### config.mk
export PLATFORM = sky130hd
export DESIGN_NAME = alu_sequencer_flat
export DESIGN_NICKNAME = d
export VERILOG_FILES = /design/src/rtl/line_follower_pkg.sv /design/src/rtl/alu_sequencer_if.sv /design/src/rtl/alu_sequencer_settle_timer.sv /design/src/rtl/alu_sequencer.sv /design/src/flat_wrapper.sv
export SDC_FILE = /design/constraint.sdc
export NUM_CORES = 1
export LEC_CHECK = 0
export CORE_MARGIN = 2
export CORE_UTILIZATION = 52
export CTS_BUF_LIST = sky130_fd_sc_hd__clkbuf_2
export DETAILED_ROUTE_END_ITERATION = 12
export PLACE_DENSITY_LB_ADDON = 0.15
export SLEW_MARGIN = 0
export SYNTH_ARGS = -nofsm -noshare
export SYNTH_HDL_FRONTEND = slang
export SYNTH_SLANG_ARGS = --single-unit
### constraint.sdc
create_clock -name clk -period 4.4 [get_ports clk]
set_input_delay 0.44 -clock clk [delete_from_list [all_inputs] [get_ports clk]]
set_output_delay 0.44 -clock clk [all_outputs]
set_load 0.005 [all_outputs]
### src/rtl/line_follower_pkg.sv
// Shared types and constants for the line-follower control sequencer.
// No logic; pure typedefs, select codes, channel map and flag bit positions.
// No handshake of its own; consumed by alu_sequencer and its interface users.
package line_follower_pkg;

    // Sequencer states, in the order a go normally walks through them.
    typedef enum logic [3:0] {
        S_IDLE,
        S_SETTLE,
        S_CONV,
        S_WAIT,
        S_ACC,
        S_INTG,
        S_ICMP,
        S_PCMP,
        S_RHT1,
        S_RHT2,
        S_LFT1,
        S_LFT2,
        S_DONE
    } state_t;

    // Which register captures dst at the end of the current ALU state.
    typedef enum logic [2:0] {
        CAP_NONE,
        CAP_ACCUM,
        CAP_ERROR,
        CAP_INTGRL,
        CAP_ICOMP,
        CAP_PCOMP,
        CAP_RHT,
        CAP_LFT
    } cap_t;

    // ALU src1 select codes
    localparam logic [2:0] SRC1_ACCUM  = 3'd0;
    localparam logic [2:0] SRC1_ITERM  = 3'd1;
    localparam logic [2:0] SRC1_ERROR  = 3'd2;
    localparam logic [2:0] SRC1_ERRSH4 = 3'd3;
    localparam logic [2:0] SRC1_FWD    = 3'd4;
    localparam logic [2:0] SRC1_ZERO   = 3'd7;

    // ALU src0 select codes
    localparam logic [2:0] SRC0_A2D    = 3'd0;
    localparam logic [2:0] SRC0_INTGRL = 3'd1;
    localparam logic [2:0] SRC0_ICOMP  = 3'd2;
    localparam logic [2:0] SRC0_PCOMP  = 3'd3;
    localparam logic [2:0] SRC0_PTERM  = 3'd4;
    localparam logic [2:0] SRC0_ZERO   = 3'd7;

    // Bit positions inside the packed ALU op-flag vector
    localparam int FLG_MULTIPLY = 0;
    localparam int FLG_SUB      = 1;
    localparam int FLG_MULT2    = 2;
    localparam int FLG_MULT4    = 3;
    localparam int FLG_SAT      = 4;
    localparam int NUM_FLAGS    = 5;

    // Sensor index of the last IR pair; its ACC step produces Error.
    localparam logic [2:0] LAST_IDX = 3'd5;

    // One ALU control word: operand selects, op flags and capture target.
    typedef struct packed {
        logic [2:0]           src1sel;
        logic [2:0]           src0sel;
        logic [NUM_FLAGS-1:0] flags;
        cap_t                 cap;
    } ctrl_t;

    // Sensor index -> A2D channel. Sensors are not wired in channel order.
    function automatic logic [2:0] chnl_map(input logic [2:0] idx);
        case (idx)
            3'd0:    chnl_map = 3'd1;
            3'd1:    chnl_map = 3'd0;
            3'd2:    chnl_map = 3'd4;
            3'd3:    chnl_map = 3'd2;
            3'd4:    chnl_map = 3'd3;
            3'd5:    chnl_map = 3'd7;
            default: chnl_map = 3'd0;
        endcase
    endfunction

endpackage

### src/rtl/alu_sequencer_if.sv
// Bundle between the sequencer and its ALU / A2D neighbours.
// Wires only, no latency.
// go/cnv_cmplt are plain strobes; there is no backpressure on this bus.
// Ports: go, cnv_cmplt, dst into the sequencer; A2D controls, ALU selects/flags,
//        working registers, motor drive and busy/done out of it.
interface alu_sequencer_if;
    logic        go;
    logic        cnv_cmplt;
    logic [15:0] dst;
    logic        strt_cnv;
    logic [2:0]  chnnl;
    logic        ir_en;
    logic [2:0]  src1sel;
    logic [2:0]  src0sel;
    logic        multiply;
    logic        sub;
    logic        mult2;
    logic        mult4;
    logic        saturate;
    logic [15:0] Accum;
    logic [11:0] Error;
    logic [11:0] Intgrl;
    logic [11:0] Icomp;
    logic [15:0] Pcomp;
    logic [11:0] lft;
    logic [11:0] rht;
    logic        busy;
    logic        done;

    // Sequencer side
    modport master (
        input  go, cnv_cmplt, dst,
        output strt_cnv, chnnl, ir_en, src1sel, src0sel,
               multiply, sub, mult2, mult4, saturate,
               Accum, Error, Intgrl, Icomp, Pcomp, lft, rht, busy, done
    );

    // Environment side (ALU, A2D, go source)
    modport slave (
        output go, cnv_cmplt, dst,
        input  strt_cnv, chnnl, ir_en, src1sel, src0sel,
               multiply, sub, mult2, mult4, saturate,
               Accum, Error, Intgrl, Icomp, Pcomp, lft, rht, busy, done
    );
endinterface

### src/rtl/alu_sequencer_settle_timer.sv
// IR emitter settle timer: load, count down, flag expiry.
// expired is combinational from the count; reaches 0 CYCLES-1 enables after load.
// No handshake; caller decides when to load and enable.
// Ports: clk, rst (sync, active high), load, en, expired.
module ir_settle_timer #(
    parameter int CYCLES = 4096
) (
    input  logic clk,
    input  logic rst,
    input  logic load,
    input  logic en,
    output logic expired
);
    localparam int W = (CYCLES > 1) ? $clog2(CYCLES) : 1;
    // Loading CYCLES-1 makes the SETTLE state last exactly CYCLES cycles,
    // since the final cycle is the one where the count reads zero.
    localparam logic [W-1:0] LOAD_VAL = W'(CYCLES - 1);

    logic [W-1:0] cnt;

    always_ff @(posedge clk) begin
        if (rst) begin
            cnt <= '0;
        end else if (load) begin
            cnt <= LOAD_VAL;
        end else if (en && (cnt != '0)) begin
            cnt <= cnt - 1'b1;
        end
    end

    assign expired = (cnt == '0);

endmodule

### src/rtl/alu_sequencer.sv
// Microcode sequencer: 6-channel IR read, weighted Error, PI update, lft/rht drive.
// go->done = 1 + SETTLE_CYCLES + 6*(CONV+WAIT+ACC) + 7 cycles (6 when INTG skipped).
// go ignored while busy; waits indefinitely in WAIT for cnv_cmplt.
// Ports: clk, rst (sync, active high); bus (master modport) carries go, A2D
//        handshake, ALU selects/flags, dst and all result registers.
module alu_sequencer
    import line_follower_pkg::*;
#(
    parameter int SETTLE_CYCLES = 4096,
    parameter int INTGRL_DIV    = 4
) (
    input  logic                   clk,
    input  logic                   rst,
    alu_sequencer_if.master        bus
);
    localparam int             IW       = (INTGRL_DIV > 1) ? $clog2(INTGRL_DIV) : 1;
    localparam logic [IW-1:0]  INT_LAST = IW'(INTGRL_DIV - 1);

    state_t        state;
    state_t        nxt;
    ctrl_t         ctrl;
    logic [2:0]    idx;
    logic [IW-1:0] int_cnt;
    logic          int_last;
    logic          tmr_load;
    logic          tmr_en;
    logic          tmr_exp;

    logic [15:0]   accum_r;
    logic [11:0]   error_r;
    logic [11:0]   intgrl_r;
    logic [11:0]   icomp_r;
    logic [15:0]   pcomp_r;
    logic [11:0]   lft_r;
    logic [11:0]   rht_r;

    assign int_last = (int_cnt == INT_LAST);

    ir_settle_timer #(
        .CYCLES (SETTLE_CYCLES)
    ) u_settle (
        .clk     (clk),
        .rst     (rst),
        .load    (tmr_load),
        .en      (tmr_en),
        .expired (tmr_exp)
    );

    // State register
    always_ff @(posedge clk) begin
        if (rst) begin
            state <= S_IDLE;
        end else begin
            state <= nxt;
        end
    end

    // Next state plus Moore decode of the ALU control word
    always_comb begin
        nxt          = state;
        tmr_load     = 1'b0;
        tmr_en       = 1'b0;
        ctrl.src1sel = SRC1_ZERO;
        ctrl.src0sel = SRC0_ZERO;
        ctrl.flags   = '0;
        ctrl.cap     = CAP_NONE;

        case (state)
            S_IDLE: begin
                if (bus.go) begin
                    tmr_load = 1'b1;
                    nxt      = S_SETTLE;
                end
            end
            S_SETTLE: begin
                tmr_en = 1'b1;
                if (tmr_exp) nxt = S_CONV;
            end
            S_CONV: begin
                // A completion strobe here belongs to nothing we started; ignore it.
                nxt = S_WAIT;
            end
            S_WAIT: begin
                if (bus.cnv_cmplt) nxt = S_ACC;
            end
            S_ACC: begin
                ctrl.src1sel = SRC1_ACCUM;
                ctrl.src0sel = SRC0_A2D;
                ctrl.cap     = CAP_ACCUM;
                // Outer pairs weigh 4x, middle 2x, inner 1x; left adds, right subtracts.
                case (idx)
                    3'd0: ctrl.src1sel = SRC1_ZERO;
                    3'd1: ctrl.flags[FLG_SUB] = 1'b1;
                    3'd2: ctrl.flags[FLG_MULT2] = 1'b1;
                    3'd3: begin
                        ctrl.flags[FLG_SUB]   = 1'b1;
                        ctrl.flags[FLG_MULT2] = 1'b1;
                    end
                    3'd4: ctrl.flags[FLG_MULT4] = 1'b1;
                    default: begin
                        ctrl.flags[FLG_SUB]   = 1'b1;
                        ctrl.flags[FLG_MULT4] = 1'b1;
                        ctrl.flags[FLG_SAT]   = 1'b1;
                        ctrl.cap              = CAP_ERROR;
                    end
                endcase
                if (idx == LAST_IDX) begin
                    nxt = int_last ? S_INTG : S_ICMP;
                end else begin
                    nxt = S_CONV;
                end
            end
            S_INTG: begin
                ctrl.src1sel        = SRC1_ERRSH4;
                ctrl.src0sel        = SRC0_INTGRL;
                ctrl.flags[FLG_SAT] = 1'b1;
                ctrl.cap            = CAP_INTGRL;
                nxt                 = S_ICMP;
            end
            S_ICMP: begin
                ctrl.src1sel             = SRC1_ITERM;
                ctrl.src0sel             = SRC0_INTGRL;
                ctrl.flags[FLG_MULTIPLY] = 1'b1;
                ctrl.cap                 = CAP_ICOMP;
                nxt                      = S_PCMP;
            end
            S_PCMP: begin
                ctrl.src1sel             = SRC1_ERROR;
                ctrl.src0sel             = SRC0_PTERM;
                ctrl.flags[FLG_MULTIPLY] = 1'b1;
                ctrl.cap                 = CAP_PCOMP;
                nxt                      = S_RHT1;
            end
            S_RHT1: begin
                ctrl.src1sel        = SRC1_FWD;
                ctrl.src0sel        = SRC0_PCOMP;
                ctrl.flags[FLG_SUB] = 1'b1;
                ctrl.cap            = CAP_ACCUM;
                nxt                 = S_RHT2;
            end
            S_RHT2: begin
                ctrl.src1sel        = SRC1_ACCUM;
                ctrl.src0sel        = SRC0_ICOMP;
                ctrl.flags[FLG_SUB] = 1'b1;
                ctrl.flags[FLG_SAT] = 1'b1;
                ctrl.cap            = CAP_RHT;
                nxt                 = S_LFT1;
            end
            S_LFT1: begin
                ctrl.src1sel = SRC1_FWD;
                ctrl.src0sel = SRC0_PCOMP;
                ctrl.cap     = CAP_ACCUM;
                nxt          = S_LFT2;
            end
            S_LFT2: begin
                ctrl.src1sel        = SRC1_ACCUM;
                ctrl.src0sel        = SRC0_ICOMP;
                ctrl.flags[FLG_SAT] = 1'b1;
                ctrl.cap            = CAP_LFT;
                nxt                 = S_DONE;
            end
            S_DONE: begin
                nxt = S_IDLE;
            end
            default: begin
                nxt = S_IDLE;
            end
        endcase
    end

    // Datapath registers: capture dst into whichever register this state targets.
    always_ff @(posedge clk) begin
        if (rst) begin
            accum_r  <= '0;
            error_r  <= '0;
            intgrl_r <= '0;
            icomp_r  <= '0;
            pcomp_r  <= '0;
            lft_r    <= '0;
            rht_r    <= '0;
            idx      <= '0;
            int_cnt  <= '0;
        end else begin
            case (ctrl.cap)
                CAP_ACCUM:  accum_r  <= bus.dst;
                CAP_ERROR:  error_r  <= bus.dst[11:0];
                CAP_INTGRL: intgrl_r <= bus.dst[11:0];
                CAP_ICOMP:  icomp_r  <= bus.dst[11:0];
                CAP_PCOMP:  pcomp_r  <= bus.dst;
                CAP_RHT:    rht_r    <= bus.dst[11:0];
                CAP_LFT:    lft_r    <= bus.dst[11:0];
                default: ;
            endcase

            if (state == S_ACC) begin
                idx <= (idx == LAST_IDX) ? 3'd0 : idx + 3'd1;
            end

            // The integrator decimation count advances once per go, at the
            // point where the INTG-or-skip decision is made.
            if ((state == S_ACC) && (idx == LAST_IDX)) begin
                int_cnt <= int_last ? '0 : int_cnt + 1'b1;
            end
        end
    end

    // Channel select is only driven while a conversion is outstanding, so it
    // reads 0 at rest and stays fixed from strt_cnv until cnv_cmplt.
    assign bus.chnnl    = ((state == S_CONV) || (state == S_WAIT)) ? chnl_map(idx) : 3'd0;
    assign bus.strt_cnv = (state == S_CONV);
    assign bus.ir_en    = (state == S_SETTLE) || (state == S_CONV) ||
                          (state == S_WAIT)   || (state == S_ACC);
    assign bus.busy     = (state != S_IDLE);
    assign bus.done     = (state == S_DONE);

    assign bus.src1sel  = ctrl.src1sel;
    assign bus.src0sel  = ctrl.src0sel;
    assign bus.multiply = ctrl.flags[FLG_MULTIPLY];
    assign bus.sub      = ctrl.flags[FLG_SUB];
    assign bus.mult2    = ctrl.flags[FLG_MULT2];
    assign bus.mult4    = ctrl.flags[FLG_MULT4];
    assign bus.saturate = ctrl.flags[FLG_SAT];

    assign bus.Accum    = accum_r;
    assign bus.Error    = error_r;
    assign bus.Intgrl   = intgrl_r;
    assign bus.Icomp    = icomp_r;
    assign bus.Pcomp    = pcomp_r;
    assign bus.lft      = lft_r;
    assign bus.rht      = rht_r;

endmodule

### src/flat_wrapper.sv
// flat-port wrapper written by rule: the top's interface ports become plain ports
module alu_sequencer_flat import line_follower_pkg::*;
#(
    parameter int SETTLE_CYCLES = 4096,
    parameter int INTGRL_DIV    = 4
)
  (clk, rst, bus_go, bus_cnv_cmplt, bus_dst, bus_strt_cnv, bus_chnnl, bus_ir_en, bus_src1sel, bus_src0sel, bus_multiply, bus_sub, bus_mult2, bus_mult4, bus_saturate, bus_Accum, bus_Error, bus_Intgrl, bus_Icomp, bus_Pcomp, bus_lft, bus_rht, bus_busy, bus_done);
  alu_sequencer_if bus_i ();
  input  logic clk;
  input  logic rst;
  input wire logic [$bits(bus_i.go)-1:0] bus_go;
  input wire logic [$bits(bus_i.cnv_cmplt)-1:0] bus_cnv_cmplt;
  input wire logic [$bits(bus_i.dst)-1:0] bus_dst;
  output wire logic [$bits(bus_i.strt_cnv)-1:0] bus_strt_cnv;
  output wire logic [$bits(bus_i.chnnl)-1:0] bus_chnnl;
  output wire logic [$bits(bus_i.ir_en)-1:0] bus_ir_en;
  output wire logic [$bits(bus_i.src1sel)-1:0] bus_src1sel;
  output wire logic [$bits(bus_i.src0sel)-1:0] bus_src0sel;
  output wire logic [$bits(bus_i.multiply)-1:0] bus_multiply;
  output wire logic [$bits(bus_i.sub)-1:0] bus_sub;
  output wire logic [$bits(bus_i.mult2)-1:0] bus_mult2;
  output wire logic [$bits(bus_i.mult4)-1:0] bus_mult4;
  output wire logic [$bits(bus_i.saturate)-1:0] bus_saturate;
  output wire logic [$bits(bus_i.Accum)-1:0] bus_Accum;
  output wire logic [$bits(bus_i.Error)-1:0] bus_Error;
  output wire logic [$bits(bus_i.Intgrl)-1:0] bus_Intgrl;
  output wire logic [$bits(bus_i.Icomp)-1:0] bus_Icomp;
  output wire logic [$bits(bus_i.Pcomp)-1:0] bus_Pcomp;
  output wire logic [$bits(bus_i.lft)-1:0] bus_lft;
  output wire logic [$bits(bus_i.rht)-1:0] bus_rht;
  output wire logic [$bits(bus_i.busy)-1:0] bus_busy;
  output wire logic [$bits(bus_i.done)-1:0] bus_done;
  assign bus_i.go = bus_go;
  assign bus_i.cnv_cmplt = bus_cnv_cmplt;
  assign bus_i.dst = bus_dst;
  assign bus_strt_cnv = bus_i.strt_cnv;
  assign bus_chnnl = bus_i.chnnl;
  assign bus_ir_en = bus_i.ir_en;
  assign bus_src1sel = bus_i.src1sel;
  assign bus_src0sel = bus_i.src0sel;
  assign bus_multiply = bus_i.multiply;
  assign bus_sub = bus_i.sub;
  assign bus_mult2 = bus_i.mult2;
  assign bus_mult4 = bus_i.mult4;
  assign bus_saturate = bus_i.saturate;
  assign bus_Accum = bus_i.Accum;
  assign bus_Error = bus_i.Error;
  assign bus_Intgrl = bus_i.Intgrl;
  assign bus_Icomp = bus_i.Icomp;
  assign bus_Pcomp = bus_i.Pcomp;
  assign bus_lft = bus_i.lft;
  assign bus_rht = bus_i.rht;
  assign bus_busy = bus_i.busy;
  assign bus_done = bus_i.done;
  alu_sequencer #(.SETTLE_CYCLES(SETTLE_CYCLES), .INTGRL_DIV(INTGRL_DIV)) u_core (.clk(clk), .rst(rst), .bus(bus_i));
endmodule
==> out/metrics.sh <==
LAYOUT_COMMONEST_CELL='nand2_1'
POST_SYNTH.CELL_AREA_AVG_UM2=8.08
GRT_MAX_DEGREE=116
POST-PLACE-CELLS=777
GRT_SETUP_UNREPAIRED='false'
POWER_mW=2.43
WORST_PATH_DOMINANT_CELL_FAMILY='simple AND/OR/NAND/NOR gates'
NUM_VIAS=4526
NUM-NETS-FINAL=712
WORSTPATHCELLLIST='or4b_1 > or4_4 > nand2_1 > clkdlybuf4s50_1'
WIRE_LENGTH_OF_THE_FIRST_GLOBAL_ROUTING_PASS_MM=21.3
TIMING_WORST_SLEW_PIN_VALUE_NS=1.18
NUMBER_OF_ANTENNA_REPAIR_DIODES=0
MAPPEDNETLISTNETS=604
DRT-WIRELENGTH-PER-CELL_UM=16.7
CTS-HTREE-LEVELS=4
DIE_AREA_UM2=9790
YOSYSWARNINGCOUNT=0
MULTI_INPUT_COMB_AREA_UM2=2220
TIMING.CRITICAL_PATH.REQUIRED_NS=3.96
IO_PINS=130
FINAL.MIN_CLOCK_PERIOD_NS=3.72
START_KIND='register'
SYNTHESIZED_CELL_AREA_UM2=4690
WORSTSKEWPAIRLATENCY_NS=0.65
WORST-R2R-SETUP-SLACK_NS=1.64
POSTCTSSETUPBUFFERS=0
GRT-OVFL-TOTAL=0
NETLIST-CELL-TYPE-COUNT=44
WORSTHOLDPATHTYPE='in2reg'
NETLIST_INSTANCES=580
POST_ROUTE_CELLS_DRIVE_ABOVE_1_SHARE_PCT=8.42
DIE_W_UM=99.0
CLOCKROOTBUFFER='clkbuf_2'
WORST_PATH_LARGEST_CELL_DELAY_NS=0.75
TIMING.FINAL.HOLD_VIOLATIONS=0
CTS.REPORTEDPATHS.CLKPINSLEW_NS=0.18
GP_ROUTABILITY_CONGESTION=0.831
SYNTH-MAIN-FF-CELL='dfxtp_1'
MOST_USED_CELLS_IN_THE_LAYOUT_EXCLUDING_FILL_AND_TAP_CELLS='nand2_1 (138), clkdlybuf4s50_1 (128), dfxtp_1 (113), a21oi_1 (94), nor2_1 (34)'
OUTCOME='complete, no violations'
FINAL.SETUP_SKEW_NS=0.0344
FIN_WS_NS=0.679
SLEW_VIOLATIONS=0
TIMING.FMAX_MHz=269
LAYOUT_WORST_PATH_CYCLE_SHARE_PCT=84.6
FLOORPLAN.INITIALDENSITY_PCT=53.8
TRITONCTS_CLOCK_TREE='done'
CTS.REPAIR.RESIZED=0
MAX-VDD-IR-DROP_V=0.000233
DP_SLACK_NS=1.37
POWER_DENSITY_nW_PER_UM2=392
CRITPATHBUFINV=1
MAXCAPVIOLCOUNT=0
AREA_GROWTH_FROM_SYNTHESIS_TO_LAYOUT_PCT=32.5
CRITICAL_PATH_PEAK_FANOUT=19
PLACEABLECOREAREA_UM2=8720
SYNTH_EDF_COUNT=0
FIRST_PASS_ITERS=5
FIN_SETUP_TNS_NS=0
TIMING.MAX_SLEW.REL_SLACK_PCT=21.0
SEQ_CELL_AREA_UM2=2260
SYNTH.FF_LATCH_COUNT=113
FILL_CELLS=752
DRC=0
CP_SLOWEST_CELL='dfxtp_1'
GR-USAGE-ALL-LAYERS_PCT=27.6
SYNTH_ASYNC_SR_FLOP_SHARE_PCT=0
DETAILEDROUTE.FIRSTITERATIONVIOLATIONS=217
CORE.ROWCOUNT=34
PATH_CLASS='reg2out'
GRT_ANTENNA_BEFORE_REPAIR=0
FIRST_GLOBAL_VIAS=4312
SETUP_VIOL_COUNT_FINAL=0
POWER_LEAKAGE_nW=2.13
CTS-HOLD-FIX-BUFFERS=0
CTS_NUM_SINKS=113
FINAL_WL_MM=13.5
MAX-CLOCK-PATH-BUFFERS=2
DRTANTENNAVIOLNETS=0
NUMPORTBUFFERS=129
ARRIVAL_NS=3.28
STDCELL_COUNT=809
CRITICAL_PATH.ENDPOINT_TYPE='output pin'
FINISH.UTILIZATION_PCT=71.2
DRT-VIAS-PER-INSTANCE=5.59
DETAILED_PLACE_HPWL_MM=9.05
CTS_INSERTED_BUFFERS=17
SYNTH.YOSYS.SEQ_AREA_SHARE_PCT=48.3
DIE_Y_UM=99.0
[where the power goes]
group | switching [mW] | internal (mW)
logic | 0.285 | 0.251
registers | 0.112 | 1.09
clock network | 0.429 | 0.265
[synth_stat cells, types with 8 or more instances]
master | count | area (um2)
a21oi_1 | 94 | 470
a31oi_1 | 10 | 62.6
clkbuf_1 | 39 | 146
dfxtp_1 | 113 | 2260
inv_1 | 8 | 30.0
mux2i_1 | 15 | 150
nand2_1 | 138 | 518
nor2_1 | 34 | 128
nor3_1 | 9 | 45.0
o21ai_0 | 24 | 120
or3b_2 | 16 | 140
[per-layer routing]
layer	routed length, um	up-vias	global-route usage [%]	part of all wire, %
met4	176	0	7.90	1.3
met2	6600	185	46.0	49
li1	-	2203	-	-
met3	1270	23	9.86	9.4
met1	5460	2115	33.7	40
met5	0	-	0	0
[worst reg2reg max path, delay by kind of cell (launching register included)]
kind	cells	cell delay, ns
DFF	1	0.75
buffers and inverters	1	0.22
AOI/OAI and AO/OA	1	0.19
and+or+nand+nor	3	1.54
[final timing paths]
check	endpoint	from	cells after the start
min	u_core.bus.Pcomp[14]	bus_dst[14]	3
max reg2reg	u_core.bus.Pcomp[9]	u_core.state[2]	5
min reg2reg	u_core.bus.lft[6]	u_core.bus.lft[6]	2
max	bus_saturate	u_core.state[2]	4
[state kept, by name, indices dropped and copies added, names as in the netlist]
signal and cells:
u_core.bus.Accum 16, u_core.bus.Error 12, u_core.bus.Icomp 12, u_core.bus.Intgrl 12
u_core.bus.Pcomp 16, u_core.bus.lft 12, u_core.bus.rht 12, u_core.idx 3
u_core.int_cnt 2, u_core.state 4, u_core.u_settle.cnt 12
[stage by stage]
step                      cell area (um2)  hold WS, ns
after floorplan                      4690        0.453
after global placement               5970        0.441
after detailed placement             5970        0.447
after CTS                            6210        0.328
after global routing                 6210        0.297
final                                6210        0.370
[logic make-up after synthesis]
family | Yosys count | share of synthesized area, %
DFF | 113 | 48.3
and+or+nand+nor | 245 | 25.1
AOI/OAI and AO/OA | 149 | 17.4
xor gates and xnor gates | 2 | 0.374
buffers and inverters | 52 | 4.62
adders and majority gates | 4 | 1.07
muxes | 15 | 3.20
[cell type report]
| class | count | area share (%) |
|---|---|---|
| repair buffers | 133 | 21.2 |
| flip-flops and latches | 113 | 36.4 |
| multi-input cells | 415 | 35.7 |
| clock buffers | 17 | 1.37 |
| well taps | 108 | 2.18 |
| inverters | 8 | 0.483 |
| clock inverters | 15 | 2.58 |
No activity file was read; power rests on OpenSTA's default activity.
